**config.mk**
```make
export PLATFORM = sky130hd
export DESIGN_NAME = branch_checkpoint_stack
export DESIGN_NICKNAME = d
export VERILOG_FILES = /design/src/rtl/branch_checkpoint_stack.sv
export SDC_FILE = /design/constraint.sdc
export NUM_CORES = 1
export LEC_CHECK = 0
export BUFFER_PORTS_ARGS = -buffer_cell sky130_fd_sc_hd__buf_2
export CAP_MARGIN = 20
export CORE_MARGIN = 3
export CORE_UTILIZATION = 30
export CTS_CLUSTER_DIAMETER = 120
export DETAILED_ROUTE_END_ITERATION = 12
export PLACE_DENSITY = 0.47
export SLEW_MARGIN = 20
export SYNTH_ARGS = -nofsm -noshare
export SYNTH_HDL_FRONTEND = slang
export SYNTH_SLANG_ARGS = --single-unit
```
**constraint.sdc**
```tcl
create_clock -name clock -period 5.1 [get_ports clock]
set_input_delay 0.51 -clock clock [delete_from_list [all_inputs] [get_ports clock]]
set_output_delay 0.51 -clock clock [all_outputs]
set_load 0.05 [all_outputs]
```
**src/rtl/branch_checkpoint_stack.sv**
```systemverilog
// Branch checkpoint stack: holds free-list snapshots for in-flight branches and
// drives a one-cycle free-list restore pulse on a mispredict.
module branch_checkpoint_stack #(
    parameter int unsigned DEPTH           = 4,
    parameter int unsigned N               = 2,
    parameter int unsigned PR_SZ           = 64,
    parameter int unsigned TAG_W           = $clog2(DEPTH),
    parameter int unsigned PHYS_REG_IDX    = $clog2(PR_SZ),
    parameter int unsigned NUM_SCALAR_BITS = $clog2(N + 1)
) (
    input  logic                      clock,
    input  logic                      reset,
    input  logic                      branch_valid,
    input  logic [PR_SZ-1:0]          fl_snapshot,
    output logic [TAG_W-1:0]          branch_tag,
    output logic [DEPTH-1:0]          branch_mask,
    output logic                      stack_full,
    input  logic [N*PHYS_REG_IDX-1:0] phys_reg_retiring,
    input  logic [NUM_SCALAR_BITS-1:0] num_retiring_valid,
    input  logic                      resolve_valid,
    input  logic [TAG_W-1:0]          resolve_tag,
    input  logic                      resolve_mispredict,
    output logic                      restore_flag,
    output logic [PR_SZ-1:0]          free_list_restore,
    output logic [DEPTH-1:0]          squash_mask
);

    logic [DEPTH-1:0]             valid;
    logic [DEPTH-1:0][PR_SZ-1:0]  snap;
    logic [DEPTH-1:0][DEPTH-1:0]  dep;

    logic [PR_SZ-1:0] ret_list;
    logic [TAG_W-1:0] free_tag;
    logic [DEPTH-1:0] kill;
    logic [DEPTH-1:0] correct_clr;
    logic             mispredict;
    logic             correct;
    logic             alloc;

    always_comb begin
        ret_list = '0;
        for (int unsigned i = 0; i < N; i++) begin
            if (i < 32'(num_retiring_valid))
                ret_list[phys_reg_retiring[i*PHYS_REG_IDX +: PHYS_REG_IDX]] = 1'b1;
        end
    end

    // Scan from the top down so the lowest free index wins.
    always_comb begin
        free_tag = '0;
        for (int unsigned k = 0; k < DEPTH; k++) begin
            if (!valid[DEPTH-1-k])
                free_tag = TAG_W'(DEPTH-1-k);
        end
    end

    assign mispredict  = resolve_valid &  resolve_mispredict & valid[resolve_tag];
    assign correct     = resolve_valid & ~resolve_mispredict & valid[resolve_tag];
    assign correct_clr = correct ? (DEPTH'(1) << resolve_tag) : '0;
    assign stack_full  = &valid;
    assign branch_mask = valid;
    assign branch_tag  = free_tag;
    assign alloc       = branch_valid & ~stack_full & ~mispredict;

    always_comb begin
        kill = '0;
        for (int unsigned e = 0; e < DEPTH; e++)
            kill[e] = valid[e] & ((TAG_W'(e) == resolve_tag) | dep[e][resolve_tag]);
    end

    always_ff @(posedge clock or negedge reset) begin
        if (!reset) begin
            valid             <= '0;
            snap              <= '0;
            dep               <= '0;
            restore_flag      <= 1'b0;
            free_list_restore <= '0;
            squash_mask       <= '0;
        end else begin
            for (int unsigned e = 0; e < DEPTH; e++) begin
                if (valid[e])
                    snap[e] <= snap[e] | ret_list;
                dep[e] <= dep[e] & ~correct_clr;
                if (alloc && TAG_W'(e) == free_tag) begin
                    snap[e] <= fl_snapshot | ret_list;
                    dep[e]  <= valid & ~correct_clr;
                end
            end

            if (mispredict)
                valid <= valid & ~kill;
            else if (alloc)
                valid <= (valid & ~correct_clr) | (DEPTH'(1) << free_tag);
            else
                valid <= valid & ~correct_clr;

            restore_flag      <= mispredict;
            free_list_restore <= mispredict ? (snap[resolve_tag] | ret_list) : '0;
            squash_mask       <= mispredict ? kill : '0;
        end
    end

endmodule

```
==> impl_metrics.py <==
metrics = {
    "setup_path": {
        "cp-end-kind": "flop",
        "cp_slowest_stage_delay_ns": 0.70,
        "slowest_stage": "and4_4",
        "cp_top_family": "simple AND/OR/NAND/NOR gates",
        "path_class": "reg -> reg",
        "cpMostUsedCell": "mux2i_1",
        "cp_cell_sequence": "mux2i_1, o22a_2, and4_4, buf_12, mux2i_1",
        "critPathBufInv": 1,
        "crit_required_ns": 5.60,
        "path_max_fanout": 44,
        "cp-start-kind": "flop",
        "critPathArrivalTime_ns": 3.60,
    },
    "routing": {
        "vias": 16300,
        "dr.pass1.iters": 7,
        "drtAntennaViolNets": 0,
        "wl_mm": 74.8,
        "drt-initial-drc-count": 1503,
        "vias_per_cell": 6.07,
        "route.detailed.drc": 0,
        "post_drt_wl_per_cell_um": 27.9,
    },
    "timing": {
        "slew_headroom_pct": 19.2,
        "rsz0062_at_grt": "no",
        "maxSlewViolCount": 0,
        "setup_slack_ns": 1.99,
        "skew_ns": 0.0194,
        "tightestPinTransition_ns": 1.19,
        "post-route-period-util_pct": 60.9,
        "finalSetupViolCount": 0,
        "setup_tns_ns": 0,
        "fmax_mhz": 322,
        "final.min_clock_period_ns": 3.11,
        "hold_viol_final": 0,
    },
    "global_routing": {
        "grt.overflow.total": 0,
        "track_usage_pct": 22.4,
        "grt_pass1_vias": 16700,
        "grt_max_degree": 102,
        "antenna_found_initial": 3,
        "grt_pass1_wl_mm": 112,
    },
    "pwr": {
        "finalPower_mw": 11.8,
        "p_switching_mw": 4.35,
        "combPwrFrac_pct": 35.4,
        "p_leak_nw": 8.59,
        "seqPwrFrac_pct": 38.6,
        "p_int_mw": 7.45,
        "ir_drop_uv": 580,
        "powerDensity_nw_per_um2": 541,
        "clockPowerShare_pct": 26.1,
        "p_sw_share_pct": 36.9,
    },
    "synth": {
        "synth_cell_type_count": 63,
        "async_reset_ff_share_pct": 100,
        "yosysTopAreaCell": "dfrtp_1",
        "synthTopCellsByCount": "341 x dfrtp_1, 222 x nor2_1, 206 x mux2i_1",
        "syn-num-nets": 1830,
        "synth-edff-count": 0,
        "synth_top_area_share_pct": 45.4,
        "ys.flop_type": "dfrtp_1",
        "ys_seq_elements": 341,
        "post_synth.cell_area_avg_um2": 10.8,
        "synth_most_common_cell": "dfrtp_1",
        "synthTopCellsByArea": "dfrtp_1 45%, mux2i_1 11%, mux4_2 7.7%",
        "synth_warnings": 0,
        "synthesis.area_um2": 18800,
        "yosysSeqAreaShare_pct": 45.4,
        "syn_inst": 1745,
    },
    "clock_tree": {
        "cts_num_sinks": 341,
        "cts.repair.resized": 0,
        "clk_pin_slew_ns": 0.06,
        "cts_tree": "done",
        "htree_levels": 2,
        "clock-root-buffer": "clkbuf_16",
        "clock_latency_ns": 0.58,
        "cts.path.max_buffers": 3,
        "cts_buffers": 42,
    },
    "cells_and_area": {
        "multi_input_area_um2": 9530,
        "seq_area_um2": 8540,
        "final_core_util_pct": 35.2,
        "drive_above_1_share_pct": 20.8,
        "final_nets": 1895,
        "fillCellCount": 6171,
        "area_growth_pct": 16.0,
    },
    "placement": {
        "io_buffers": 160,
        "pre_cts_ws_ns": 1.56,
        "hpwl_mm": 47.0,
        "place.gp.congestion": 0.837,
    },
    "floorplanning": {
        "die_area_um2": 65600,
        "start_util_pct": 30.4,
        "coreArea_um2": 61800,
        "row_count": 91,
        "die_h_um": 256,
        "die_w_um": 256,
        "io_pins": 161,
    },
    "outcome": {
        "status": "finished clean",
    },
    "job": {
        "drv_cap": 0,
    },
    "worst_hold_path": {
        "hp-class": "in -> reg",
    },
}
placed cells by master, fill, tap and decap left out, types with 29 or more instances in the layout:
| cell | n |
|---|---|
| mux4_2 | 64 |
| mux2i_1 | 206 |
| a221oi_1 | 107 |
| a21oi_1 | 97 |
| clkbuf_16 | 45 |
| buf_2 | 157 |
| a211oi_1 | 86 |
| dfrtp_1 | 338 |
| nor2_1 | 216 |
| buf_4 | 29 |
| nor3_1 | 158 |
final timing paths:
kind	end	cells after the start	startpoint	slack [ns]
setup / recovery	snap[111]	5	branch_mask[2]	1.99
hold / removal	snap[0]	3	fl_snapshot[0]	0.25
setup reg to reg	snap[111]	5	branch_mask[2]	1.99
hold reg to reg	dep[12]	1	dep[12]	0.49
max in group asynchronous	snap[82]	3	reset	3.36
min in group asynchronous	snap[79]	2	reset	0.45
through the flow:
stage,std cells,area [um^2],hold slack (ns)
finish,2681,21800,0.252
global route,2681,21800,0.249
CTS,2679,21800,0.228
detailed placement,2601,20400,0.454
global placement,2600,20300,0.449
floorplan,1745,18800,0.214
layout make-up:
type	instances	share of cell area, %
Multi-Input combinational cell	1219	43.7
Sequential cell	341	39.2
Clock buffer	65	5.93
Timing Repair Buffer	200	5.72
Tap cell	837	4.81
Clock inverter	12	0.505
Inverter	6	0.103
Antenna cell	1	0.0115
registers in the layout, summed over array words and instances (netlist names):
signal and cells:
squash_mask 4, restore_flag 1, snap 256, branch_mask 4
dep 12, free_list_restore 64
power groups by stage:
stage                     clock, mW  combinational [mW]  sequential, mW
final                          3.07                4.17            4.55
after global routing           3.26                4.54            4.66
after CTS                      3.15                4.18            4.52
after detailed placement          0                4.17            4.54
after global placement            0                4.08            4.53
after floorplan                   0                2.76            4.66
worst min-delay path, cell delays in order:
cell     delay [ns]
buf_2          0.09
nor3_1         0.04
a21oi_1        0.13
cells by family (layout without fill, tap and decap cells):
kind of cell,after synthesis,in the layout,share of synthesized area (%)
buf+inv,185,283,4.50
mux,274,274,18.9
other cells,0,1,0
simple gates,551,551,15.7
compound gates,394,394,15.5
flops,341,341,45.4
routing by layer:
layer / vias to the layer above / wire (um) / global-route usage, %
li1: 6921 / - / -
met1: 8431 / 32800 / 31.4
met2: 782 / 33900 / 34.8
met3: 125 / 5940 / 4.48
met4: 2 / 2080 / 7.16
met5: - / 13 / 0
repair_timing:
item / CTS / global route
hold buffers: 1 / 0
endpoints found under the hold margin: 43 / 0
setup buffers: 0 / 0
(Power assumes the default switching activity.)
